File: src/rtl/ps2_pkg.sv
// Shared definitions for the PS/2 keyboard port: receiver states,
// status-word bit positions and the bus address of the keyboard port.
package ps2_pkg;

   typedef enum logic [1:0] {
      IDLE,
      DATA,
      PARITY,
      STOP
   } rx_state_t;

   localparam int XK_READY   = 15;
   localparam int XK_OVF     = 14;
   localparam int XK_ERR     = 13;
   localparam int XK_CNT_LSB = 8;

   localparam logic [31:0] PS2_ADDR = 32'h0000_0600;

   // True when the eight data bits plus the parity bit hold an odd number of ones.
   function automatic logic odd_parity_ok(input logic [7:0] data, input logic par);
      return ^{data, par};
   endfunction

endpackage

File: src/rtl/ps2_rx_frame.sv
// PS/2 frame receiver: synchronises and filters the pins, detects falling
// clock edges and assembles start/8 data/parity/stop frames into bytes.
// A watchdog abandons frames whose clock stalls mid-frame.
module ps2_rx_frame
   import ps2_pkg::*;
#(
   parameter int FILTER_LEN  = 4,
   parameter int TIMEOUT_CYC = 100000
) (
   input  logic       clk,
   input  logic       rst,
   input  logic       ps2_clk,
   input  logic       ps2_data,
   output logic [7:0] rx_byte,
   output logic       byte_vld,
   output logic       err
);

   localparam int WD_W = $clog2(TIMEOUT_CYC + 1);

   logic [1:0]            clk_sync;
   logic [1:0]            data_sync;
   logic [FILTER_LEN-1:0] hist;
   logic [FILTER_LEN-1:0] hist_next;
   logic                  filt;
   logic                  filt_q;
   logic                  fall;
   logic                  din;

   rx_state_t             state, state_n;
   logic [2:0]            bit_cnt, bit_cnt_n;
   logic [7:0]            shreg, shreg_n;
   logic                  par_bit, par_bit_n;
   logic [WD_W-1:0]       wdog, wdog_n;
   logic [7:0]            rx_byte_n;
   logic                  byte_vld_n;
   logic                  err_n;

   assign hist_next = {hist[FILTER_LEN-2:0], clk_sync[1]};
   assign fall      = filt_q & ~filt;
   assign din       = data_sync[1];

   // Pin synchronisers and the run filter that debounces the PS/2 clock.
   always_ff @(posedge clk or negedge rst) begin
      if (!rst) begin
         clk_sync  <= '0;
         data_sync <= '0;
         hist      <= '0;
         filt      <= 1'b0;
         filt_q    <= 1'b0;
      end else begin
         clk_sync  <= {clk_sync[0], ps2_clk};
         data_sync <= {data_sync[0], ps2_data};
         hist      <= hist_next;
         if (&hist_next)
            filt <= 1'b1;
         else if (~|hist_next)
            filt <= 1'b0;
         filt_q    <= filt;
      end
   end

   // Receiver state, shift register, watchdog and registered result pulses.
   always_ff @(posedge clk or negedge rst) begin
      if (!rst) begin
         state    <= IDLE;
         bit_cnt  <= '0;
         shreg    <= '0;
         par_bit  <= 1'b0;
         wdog     <= '0;
         rx_byte  <= '0;
         byte_vld <= 1'b0;
         err      <= 1'b0;
      end else begin
         state    <= state_n;
         bit_cnt  <= bit_cnt_n;
         shreg    <= shreg_n;
         par_bit  <= par_bit_n;
         wdog     <= wdog_n;
         rx_byte  <= rx_byte_n;
         byte_vld <= byte_vld_n;
         err      <= err_n;
      end
   end

   // Frame decoding, advanced once per filtered clock falling edge, plus stall timeout.
   always_comb begin
      state_n    = state;
      bit_cnt_n  = bit_cnt;
      shreg_n    = shreg;
      par_bit_n  = par_bit;
      rx_byte_n  = rx_byte;
      byte_vld_n = 1'b0;
      err_n      = 1'b0;
      wdog_n     = (state == IDLE || fall) ? '0 : wdog + 1'b1;

      case (state)
         IDLE: begin
            if (fall && !din) begin
               state_n   = DATA;
               bit_cnt_n = '0;
            end
         end
         DATA: begin
            if (fall) begin
               shreg_n   = {din, shreg[7:1]};
               bit_cnt_n = bit_cnt + 1'b1;
               if (bit_cnt == 3'd7)
                  state_n = PARITY;
            end
         end
         PARITY: begin
            if (fall) begin
               par_bit_n = din;
               state_n   = STOP;
            end
         end
         STOP: begin
            if (fall) begin
               state_n = IDLE;
               if (din && odd_parity_ok(shreg, par_bit)) begin
                  rx_byte_n  = shreg;
                  byte_vld_n = 1'b1;
               end else begin
                  err_n = 1'b1;
               end
            end
         end
         default: state_n = IDLE;
      endcase

      if (state != IDLE && !fall && wdog == WD_W'(TIMEOUT_CYC - 1)) begin
         state_n = IDLE;
         err_n   = 1'b1;
         wdog_n  = '0;
      end
   end

endmodule

File: src/rtl/ps2_key_port.sv
// Keyboard bus responder: buffers received scan codes in a small FIFO and
// presents head byte plus status on xkey; each rising edge of rd pops one entry
// and clears the sticky error flags.
module ps2_key_port
   import ps2_pkg::*;
#(
   parameter int FILTER_LEN  = 4,
   parameter int TIMEOUT_CYC = 100000,
   parameter int FIFO_AW     = 3
) (
   input  logic        clk,
   input  logic        rst,
   input  logic        ps2_clk,
   input  logic        ps2_data,
   input  logic        rd,
   output logic [15:0] xkey,
   output logic        key_irq
);

   localparam int                DEPTH    = 2 ** FIFO_AW;
   localparam logic [FIFO_AW:0]  FULL_CNT = (FIFO_AW + 1)'(DEPTH);

   logic [7:0]         rx_byte;
   logic               byte_vld;
   logic               rx_err;

   logic               rd_q;
   logic [7:0]         mem [DEPTH];
   logic [FIFO_AW-1:0] wr_ptr;
   logic [FIFO_AW-1:0] rd_ptr;
   logic [FIFO_AW:0]   count;
   logic [FIFO_AW:0]   count_n;
   logic               ovf;
   logic               ferr;

   logic               pop;
   logic               empty;
   logic               full;
   logic               do_pop;
   logic               do_push;
   logic               drop;

   ps2_rx_frame #(
      .FILTER_LEN  (FILTER_LEN),
      .TIMEOUT_CYC (TIMEOUT_CYC)
   ) u_rx (
      .clk      (clk),
      .rst      (rst),
      .ps2_clk  (ps2_clk),
      .ps2_data (ps2_data),
      .rx_byte  (rx_byte),
      .byte_vld (byte_vld),
      .err      (rx_err)
   );

   assign pop     = rd & ~rd_q;
   assign empty   = (count == '0);
   assign full    = (count == FULL_CNT);
   assign do_pop  = pop & ~empty;
   assign do_push = byte_vld & (~full | do_pop);
   assign drop    = byte_vld & full & ~do_pop;

   // Next occupancy from the push/pop combination of this cycle.
   always_comb begin
      count_n = count;
      if (do_push && !do_pop)
         count_n = count + 1'b1;
      else if (!do_push && do_pop)
         count_n = count - 1'b1;
   end

   // FIFO pointers, count, read-edge detector and sticky flags (set beats clear).
   always_ff @(posedge clk or negedge rst) begin
      if (!rst) begin
         rd_q    <= 1'b0;
         wr_ptr  <= '0;
         rd_ptr  <= '0;
         count   <= '0;
         ovf     <= 1'b0;
         ferr    <= 1'b0;
         key_irq <= 1'b0;
      end else begin
         rd_q    <= rd;
         if (do_push)
            wr_ptr <= wr_ptr + 1'b1;
         if (do_pop)
            rd_ptr <= rd_ptr + 1'b1;
         count   <= count_n;
         ovf     <= drop | (ovf & ~pop);
         ferr    <= rx_err | (ferr & ~pop);
         key_irq <= (count_n != '0);
      end
   end

   // FIFO storage; contents need no reset because count gates every read.
   always_ff @(posedge clk) begin
      if (do_push)
         mem[wr_ptr] <= rx_byte;
   end

   // Status word assembled from registered state and the FIFO head.
   always_comb begin
      xkey                     = '0;
      xkey[XK_READY]           = ~empty;
      xkey[XK_OVF]             = ovf;
      xkey[XK_ERR]             = ferr;
      xkey[XK_CNT_LSB +: 4]    = 4'(count);
      xkey[7:0]                = empty ? 8'h00 : mem[rd_ptr];
   end

endmodule

File: config.mk
export PLATFORM = sky130hd
export DESIGN_NAME = ps2_key_port
export DESIGN_NICKNAME = d
export VERILOG_FILES = /design/src/rtl/ps2_pkg.sv /design/src/rtl/ps2_rx_frame.sv /design/src/rtl/ps2_key_port.sv
export SDC_FILE = /design/constraint.sdc
export NUM_CORES = 1
export LEC_CHECK = 0
export BUFFER_PORTS_ARGS = -buffer_cell sky130_fd_sc_hd__buf_2
export CAP_MARGIN = 20
export CORE_ASPECT_RATIO = 1.75
export CORE_UTILIZATION = 55
export CTS_BUF_LIST = sky130_fd_sc_hd__clkbuf_16
export CTS_CLUSTER_SIZE = 10
export DETAILED_ROUTE_END_ITERATION = 10
export PLACE_DENSITY = 0.72
export SLEW_MARGIN = 20
export SYNTH_ARGS = -nofsm -noshare
export SYNTH_HDL_FRONTEND = slang
export SYNTH_SLANG_ARGS = --single-unit
File: constraint.sdc
create_clock -name clk -period 2.9 [get_ports clk]
set_input_delay 0.58 -clock clk [delete_from_list [all_inputs] [get_ports clk]]
set_output_delay 0.58 -clock clk [all_outputs]
set_load 0.005 [all_outputs]
# Yosys cells after proc, flatten, opt, wreduce, memory -nomap -nowiden
# Memory sizes are Yosys's and may differ from the RTL's.
# Index checks and enable logic that the tools add are counted.
dict set report totals {
  register_bits 64
  ramBits 64
  inputBits 5
  out_inout_bits 17
  wordCells 108
  n_memories 1
}
dict set report classes {
  addsub 6
  n_eq_ne 14
  mux 26
  n_bitwise 17
  reduce_logical 24
}
# name depth width read_ports rd_ports_with_merged_regs wr line_no
set mem_list {}
lappend mem_list {mem 8 8 1 0 1 ps2_key_port.sv:28} ;# logic [7:0] mem [DEPTH];
# op count
set op_table {}
lappend op_table {{2-to-1 mux 17 bit} 2}
lappend op_table {{adder 17 x 1 -> 17 bit, second input constant} 1}
lappend op_table {{== test 17 bit, second input constant} 1}
lappend op_table {{2-to-1 mux 2 bit} 6}
lappend op_table {{inequality test 3 x 1 -> 1 bit, second input constant} 4}
lappend op_table {{2-to-1 mux 1 bit} 11}
lappend op_table {{adder 3 x 1 -> 3 bit, second input constant} 3}
lappend op_table {{XOR reduction 9 bit} 1}
lappend op_table {{bitwise AND 1 bit} 8}
lappend op_table {{2-to-1 mux 4 bit} 2}
lappend op_table {{2-to-1 mux 8 bit} 1}
lappend op_table {{one-hot mux 2 bit (4 select lines)} 1}
lappend op_table {{logical AND 1 bit} 6}
lappend op_table {{2-to-1 mux 3 bit} 2}
lappend op_table {{NOT 1 bit} 6}
lappend op_table {{one-hot mux 3 bit (2 select lines)} 1}
lappend op_table {{AND reduction 3 bit} 2}
lappend op_table {{AND reduction 5 bit} 1}
lappend op_table {{adder 4 x 1 -> 4 bit, second input constant} 1}
lappend op_table {{== test 2 bit, second input constant} 2}
lappend op_table {{== test 4 bit, second input constant} 1}
lappend op_table {{zero test 1 bit} 4}
lappend op_table {{zero test 4 bit} 1}
lappend op_table {{inequality test 2 x 1 -> 1 bit, second input constant} 2}
lappend op_table {{13 further kinds} 17}

# Logic depth before layout (Yosys ltp)
# Gate-level depths: netlist (run 1).
dict set report depth {
  word_depth 10
  mapped_depth 8
  depth_no_buf 8
}

# Cells and area by module
# From an unflattened synthesis (run 1), not the netlist that was laid out.
dict set report unflattened {
  cells_unflattened 384
  hier_area_um2 5611.6
}
# mod instances cells_per_inst area_per_inst_um2
set by_module_without_submodules {}
lappend by_module_without_submodules {ps2_key_port 1 190 3343.2}
lappend by_module_without_submodules {ps2_rx_frame 1 194 2268.4}

# Worst setup path before layout (run 1)
# OpenSTA, ideal clock, no wires.
dict set report synth_path {
  path_type {input-to-reg}
  startpoint {input port rd}
  endpoint {memory mem[0][0] (enable)}
  setup_ns 0.395
  t_arrival_ns 1.962
  t_required_ns 2.505
  slack_ns 0.544
  cell_stages 3
  path_buffers 0
  cell_sequence {nor2b_1 > o21ai_1 > nor4_1}
}
dict set report synth_between {
  elab_chain_len 6
}
# item line_no
set synth_lines {}
lappend synth_lines {{start, declared} ps2_key_port.sv:15} ;# input logic rd,
lappend synth_lines {{bitwise AND 1 bit} ps2_key_port.sv:56} ;# assign pop = rd & ~rd_q;
lappend synth_lines {{bitwise AND 1 bit} ps2_key_port.sv:59} ;# assign do_pop = pop & ~empty;
lappend synth_lines {{bitwise OR 1 bit} ps2_key_port.sv:60} ;# assign do_push = byte_vld & (~full | do_pop);
lappend synth_lines {{bitwise AND 1 bit} ps2_key_port.sv:60}
lappend synth_lines {{2-to-1 mux 1 bit} ps2_key_port.sv:97} ;# if (do_push)
lappend synth_lines {{2-to-1 mux 1 bit (not written as such)} ps2_key_port.sv:98} ;# mem[wr_ptr] <= rx_byte;
lappend synth_lines {{end, declared} ps2_key_port.sv:28}
# Every way passes these cells.

# Final worst setup path (run 1)
dict set report layout_path {
  startpoint {register rd_ptr[0]}
  endpoint {output port xkey[6]}
}
dict set report layout_between {
  elab_chain_len 2
}
# item line_no
set layout_lines {}
lappend layout_lines {{start, declared} ps2_key_port.sv:30} ;# logic [FIFO_AW-1:0] rd_ptr;
lappend layout_lines {{start signal, assigned} ps2_key_port.sv:87} ;# rd_ptr <= rd_ptr + 1'b1;
lappend layout_lines {{memory (8 x 8 bit)} --}
lappend layout_lines {{2-to-1 mux 8 bit} ps2_key_port.sv:108} ;# xkey[7:0] = empty ? 8'h00 : mem[rd_ptr];
lappend layout_lines {{end, declared} ps2_key_port.sv:16} ;# output logic [15:0] xkey,
# Every way passes these cells.

==> flow_summary_export.csv, run 1 <==
group,metric,value,unit
timing,fin_setup_tns,0,ns
routing,num_vias,3111,
pwr,power_leakage,2.61,nW
layout,stdcell_area,6360,sq um
routing,first_pass_iters,4,
timing,hold_viol,0,
pwr,power_density,916,nW/um^2
global_routing,grt_max_degree,65,
pwr,sw_frac_of_total,27.5,%
job,max_cap_violations,0,
global_routing,antenna_found_initial,0,
layout,nNetsFinal,430,
run_status,status,"finished, final reports clean",
routing,vias_per_cell,5.68,
routing,wl_met3,229,microns
critical_path,critical-path-max-stage-delay,0.55,ns
critical_path,worst-path-buf-inv,2,
pwr,p_sw,1.60,mW
routing,drcViolationCount,0,
pwr,p_clk_share,38.3,%
critical_path,critical_path_class,"reg -> out",
die,core,9530,sq um
synth,syn_area,5450,sq um
routing,top_layer,"met4",
die,start_util,57.2,%
global_routing,grt_pass1_vias,3208,
layout,drive_above_1_share,23.7,%
clock_network,cts_buffers,17,
critical_path,worstSetupEndpointType,"primary output",
placement,placed_area,5720,sq um
timing,fmax,387,MHz
layout,utilization,66.7,%
critical_path,crit_arrival,2.01,ns
pwr,internal-power,4.22,mW
pwr,combPwrFrac,22.8,%
layout,area_delta_synth_final,16.6,%
synth,syn_inst,376,
synth,syn_nets,393,
timing,max_slew_margin,36.0,%
timing,skew,0.00676,ns
global_routing,grt_pass1_wl,15800,microns
clock_network,clkSinkCount,128,
clock_network,cts.clk_slew.worst_paths,0.05,ns
timing,fin_crit,2.59,ns
timing,maxSlewViolCount,0,
clock_network,cts-root-buf,"clkbuf_16",
timing,period_share,89.2,%
routing,wl_per_cell,17.6,microns
routing,drtIter0Drc,163,
die,die_area,10300,sq um
routing,routed_wirelength,9650,microns
synth,yosysWarnings,0,
min_path,hold_class,"in -> reg",
synth,ys.flop_type,"edfxtp_1",
synth,async_reset_ff_share,50.0,%
die,die_y,134,microns
synth,synth.yosys.seq_area_share,64.6,%
synth,ys_seq_elements,128,
placement,place_hpwl,6500,microns
die,die_width,77.3,microns
synth,synth-edff-count,64,
pwr,vdd_ir_drop_max,0.000527,V
die,num_rows,47,
critical_path,cp-start-kind,"flop",
layout,fillers,703,
clock_network,hold_buffers,0,
placement,io_buffers,20,
timing,rsz0062_at_grt,"false",
clock_network,cts_setup_buffers,0,
clock_network,cts_buffer_depth,2,
critical_path,cp_slowest_cell,"mux4_2",
clock_network,h-tree-depth,4,
synth,syn_avg_cell_area,14.5,sq um
critical_path,cpLargestDelayFamily,"multiplexers",
routing,postRouteAntennaNets,0,
timing,worst_pin_slew,0.958,ns
placement,gp_congestion,0.816,
routing,wl_met1,3690,microns
layout,diodes,0,
critical_path,path_cells,"buf_4 -> mux4_2 -> mux2i_1 -> nor2_1 -> buf_2",
timing,setup_violations,0,
clock_network,cts_resized,0,
global_routing,track_usage,20.8,%
routing,met2_length,5500,microns
clock_network,insertion_delay,0.41,ns
die,num_io_pins,22,
clock_network,tritoncts,"built",
critical_path,cp_max_fo,18,
critical_path,required,2.32,ns
global_routing,grt-ovfl-total,0,
synth,synth_cell_types,50,
pwr,pwr-share-seq,38.9,%
-- kinds of logic after synthesis --
| kind of cell | count (synthesis) | synth area share, % |
|---|---|---|
| simple gates | 112 | 10.2 |
| mux | 42 | 11.8 |
| flops | 128 | 64.6 |
| fa+ha+maj | 12 | 2.75 |
| other cells | 1 | 0.0688 |
| compound gates | 32 | 3.99 |
| buf+inv | 22 | 1.86 |
| xor+xnor | 27 | 4.73 |
-- worst paths after layout --
check	startpoint	endpoint	slack (ns)	cells after the start
max	rd_ptr[0]	xkey[6]	0.31	5
min	ps2_clk	u_rx.clk_sync[0]	0.28	1
max reg2reg	count[1]	key_irq	0.61	8
min reg2reg	u_rx.clk_sync[0]	u_rx.clk_sync[1]	0.35	0
max in group asynchronous	rst	u_rx.shreg[4]	2.03	2
min in group asynchronous	rst	u_rx.wdog[13]	0.34	2
-- layout make-up --
cell class              instances  area [sq um]  area share, %
clock buffers                  17           425           6.69
multi-input cells             226          1840           28.9
flip-flops and latches        128          3520           55.4
inverters                       8          30.0          0.472
well taps                     122           153           2.40
repair buffers                 32           190           2.99
clock inverters                15           200           3.15
-- Yosys cell counts, drive strengths merged (5+ instances only) --
master	number	area share (%)
nand2	25	1.7
edfxtp	64	35
xnor2	17	2.9
nand2b	5	0.57
o21ai	9	0.83
nor2	37	2.5
inv	8	0.55
mux2i	9	1.7
nand3	10	0.92
and3	5	0.57
a21oi	5	0.53
xor2	9	1.4
ha	12	2.8
mux4	16	6.6
nor3	8	0.73
mux2	17	3.5
buf	11	1.1
nand4	6	0.96
dfrtp	64	29
-- flip-flops by register name, indices dropped and copies added, names as in the netlist, 2 cells and up --
register	flops
u_rx.data_sync	2
mem	64
u_rx.wdog	17
u_rx.rx_byte	8
u_rx.state	2
u_rx.shreg	8
count	4
rd_ptr	3
u_rx.bit_cnt	3
wr_ptr	3
u_rx.hist	3
u_rx.clk_sync	2
-- layout by cell type (no fill, tap or decap), types with 7 or more instances in the layout --
master     synthesis  layout
dfrtp_1           64      64
edfxtp_1          64      64
nor2_1            37      37
nand2_1           25      25
buf_2              5      20
mux2_2            17      17
clkbuf_16          0      17
xnor2_1           16      16
mux4_2            16      16
ha_1              12      12
buf_4              3      12
nand3_1           10      10
inv_1              8      10
xor2_1             9       9
mux2i_1            9       9
nor3_1             8       8
o21ai_0            7       7
-- metrics by stage --
stage                     total power, mW  hold WS [ns]  cells  setup WS, ns
after global routing                 6.09         0.262    548         0.198
after CTS                            5.87         0.265    548         0.276
after detailed placement             3.63         0.341    516         0.606
after floorplan                      3.25         0.284    376         0.544
after global placement               3.58         0.333    516         0.667
final                                5.83         0.278    548         0.314
-- routing by layer --
metal | vias to the layer above | global-route usage (%)
li1 | 1451 | -
met1 | 1588 | 20.9
met2 | 51 | 38.7
met3 | 21 | 5.89
met4 | 0 | 9.22
met5 | - | 0
-- power groups by stage --
stage | registers [mW] | logic [mW] | clock network (mW)
6_report | 2.26 | 1.33 | 2.23
5_1_grt | 2.29 | 1.47 | 2.33
4_1_cts | 2.27 | 1.34 | 2.26
3_5_place_dp | 2.30 | 1.33 | 0
3_3_place_gp | 2.28 | 1.29 | 0
2_1_floorplan | 2.23 | 1.02 | 0
Power figures use the tool's default switching activity.
==> inputs of run 2 (changes only) <==
CTS_CLUSTER_SIZE = not set   (was 10)
MAX_ROUTING_LAYER = met4   (was not set)
==> run 2 against run 1 <==
Maximum frequency about the same. Sequential cell count unchanged. Setup slack got worse by 0.0019 ns. Clock power about the same. Clock skew about the same. Combinational power about the same. Final area unchanged. Worst hold slack got worse by 0.00069 ns. Power about the same. Largest power group unchanged.
==> flow_summary_export.csv, run 2 (synthesis results as in run 1) <==
group,metric,value,unit
layout,drive_above_1_share,23.7,%
critical_path,cp-start-kind,"flop",
pwr,power_density,917,nW/um^2
global_routing,grt_max_degree,65,
clock_network,h-tree-depth,4,
global_routing,track_usage,21.5,%
die,die_area,10300,sq um
critical_path,worstRegToRegCells,8,
timing,maxSlewViolCount,0,
routing,postRouteAntennaNets,0,
die,die_width,77.3,microns
clock_network,insertion_delay,0.41,ns
timing,hold_viol,0,
timing,fmax,386,MHz
min_path,worstHoldPathCells,1,
pwr,p_clk_share,38.3,%
min_path,hold_class,"in -> reg",
critical_path,reg2reg_from,"count[1]",
timing,period_share,89.2,%
min_path,hold_end,"u_rx.clk_sync[0]",
timing,rsz0062_at_grt,"false",
timing,setup_violations,0,
routing,drtIter0Drc,166,
critical_path,worstSetupEndpointType,"primary output",
critical_path,cpLargestDelayFamily,"multiplexers",
pwr,sw_frac_of_total,27.6,%
critical_path,cp_slowest_cell,"mux4_2",
pwr,pwr-share-seq,38.9,%
critical_path,critical-path-max-stage-delay,0.55,ns
layout,layout_common_cells,"dfrtp_1 (64), edfxtp_1 (64), nor2_1 (37)",
global_routing,grt_pass1_vias,3207,
timing,max_slew_margin,36.6,%
critical_path,critical_path_class,"reg -> out",
clock_network,cts_buffers,17,
placement,place_hpwl,6500,microns
pwr,combPwrFrac,22.8,%
critical_path,worst-path-buf-inv,2,
die,core,9530,sq um
layout,utilization,66.7,%
placement,placed_area,5720,sq um
clock_network,cts_setup_buffers,0,
layout,reg_top3,"mem (64), u_rx.wdog (17)",
critical_path,crit_arrival,2.01,ns
layout,nNetsFinal,430,
routing,drcViolationCount,0,
pwr,power_leakage,2.61,nW
critical_path,reg2reg_to,"key_irq",
routing,wl_per_cell,17.6,microns
global_routing,grt-ovfl-total,0,
layout,diodes,0,
global_routing,grt_pass1_wl,15800,microns
clock_network,cts_resized,0,
critical_path,startpoint,"rd_ptr[0]",
clock_network,cts.clk_slew.worst_paths,0.05,ns
layout,largest_reg_flops,64,
min_path,worstHoldStart,"ps2_clk",
layout,area_delta_synth_final,16.6,%
pwr,p_sw,1.61,mW
routing,num_vias,3135,
critical_path,required,2.32,ns
critical_path,cp_max_fo,18,
die,num_rows,47,
layout,top_register,"mem",
clock_network,clkSinkCount,128,
timing,fin_crit,2.59,ns
clock_network,cts-root-buf,"clkbuf_16",
die,die_y,134,microns
job,max_cap_violations,0,
die,num_io_pins,22,
placement,gp_congestion,0.828,
placement,io_buffers,20,
timing,skew,0.00717,ns
routing,first_pass_iters,4,
pwr,vdd_ir_drop_max,0.000528,V
clock_network,cts_buffer_depth,2,
run_status,status,"finished, final reports clean",
pwr,internal-power,4.22,mW
global_routing,antenna_found_initial,0,
clock_network,tritoncts,"built",
timing,fin_setup_tns,0,ns
routing,vias_per_cell,5.72,
die,start_util,57.2,%
critical_path,path_cells,"buf_4 -> mux4_2 -> mux2i_1 -> nor2_1 -> buf_2",
clock_network,hold_buffers,0,
critical_path,rrSetupSlack,0.58,ns
layout,stdcell_area,6360,sq um
routing,routed_wirelength,9630,microns
timing,worst_pin_slew,0.949,ns
[run 2: cell counts in the layout (fill, tap and decap cells not counted)]
No cell type changed its count.
[run 2: cell type report]
type	count	area (sq um)
fillers	703	3170
inverters	8	30.0
clock buffers	17	425
flip-flops and latches	128	3520
clock inverters	15	200
multi-input cells	226	1840
repair buffers	32	190
well taps	122	153
[run 2: worst max-delay path by stage]
stage                     end  slack, ns  depth (start not counted)
global route          xkey[6]       0.20                          5
finish                xkey[6]       0.31                          5
global placement      key_irq       0.67                          8
detailed placement    key_irq       0.61                          8
CTS                   xkey[6]       0.28                          5
floorplan           mem[0][0]       0.54                          3
[run 2: stage by stage]
| stage | hold WS [ns] | setup slack, ns | std cells | power [mW] |
|---|---|---|---|---|
| after global placement | 0.333 | 0.667 | 516 | 3.58 |
| final | 0.278 | 0.312 | 548 | 5.83 |
| after floorplan | 0.284 | 0.544 | 376 | 3.25 |
| after global routing | 0.262 | 0.199 | 548 | 6.09 |
| after detailed placement | 0.341 | 0.606 | 516 | 3.63 |
| after CTS | 0.265 | 0.276 | 548 | 5.87 |
[run 2: power groups by stage]
stage	Clock, mW	Sequential, mW	Combinational (mW)
2_1_floorplan	0	2.23	1.02
3_3_place_gp	0	2.28	1.29
3_5_place_dp	0	2.30	1.33
4_1_cts	2.26	2.27	1.34
5_1_grt	2.34	2.29	1.47
6_report	2.23	2.27	1.33
[run 2: per-layer routing]
layer  part of all wire [%]  global-route usage [%]
met3                    2.5                    5.89
met5                      0                       -
met4                    2.3                    9.22
met1                     38                    21.0
met2                     57                    38.8
[run 2: worst register-to-register path: stages, from the launching register on]
cell and delay (ns):
dfrtp_1 0.43, inv_1 0.11, ha_1 0.23, nor3b_2 0.17, buf_4 0.19, nor3_1 0.31
a21oi_2 0.10, xnor2_1 0.14, or4_1 0.51
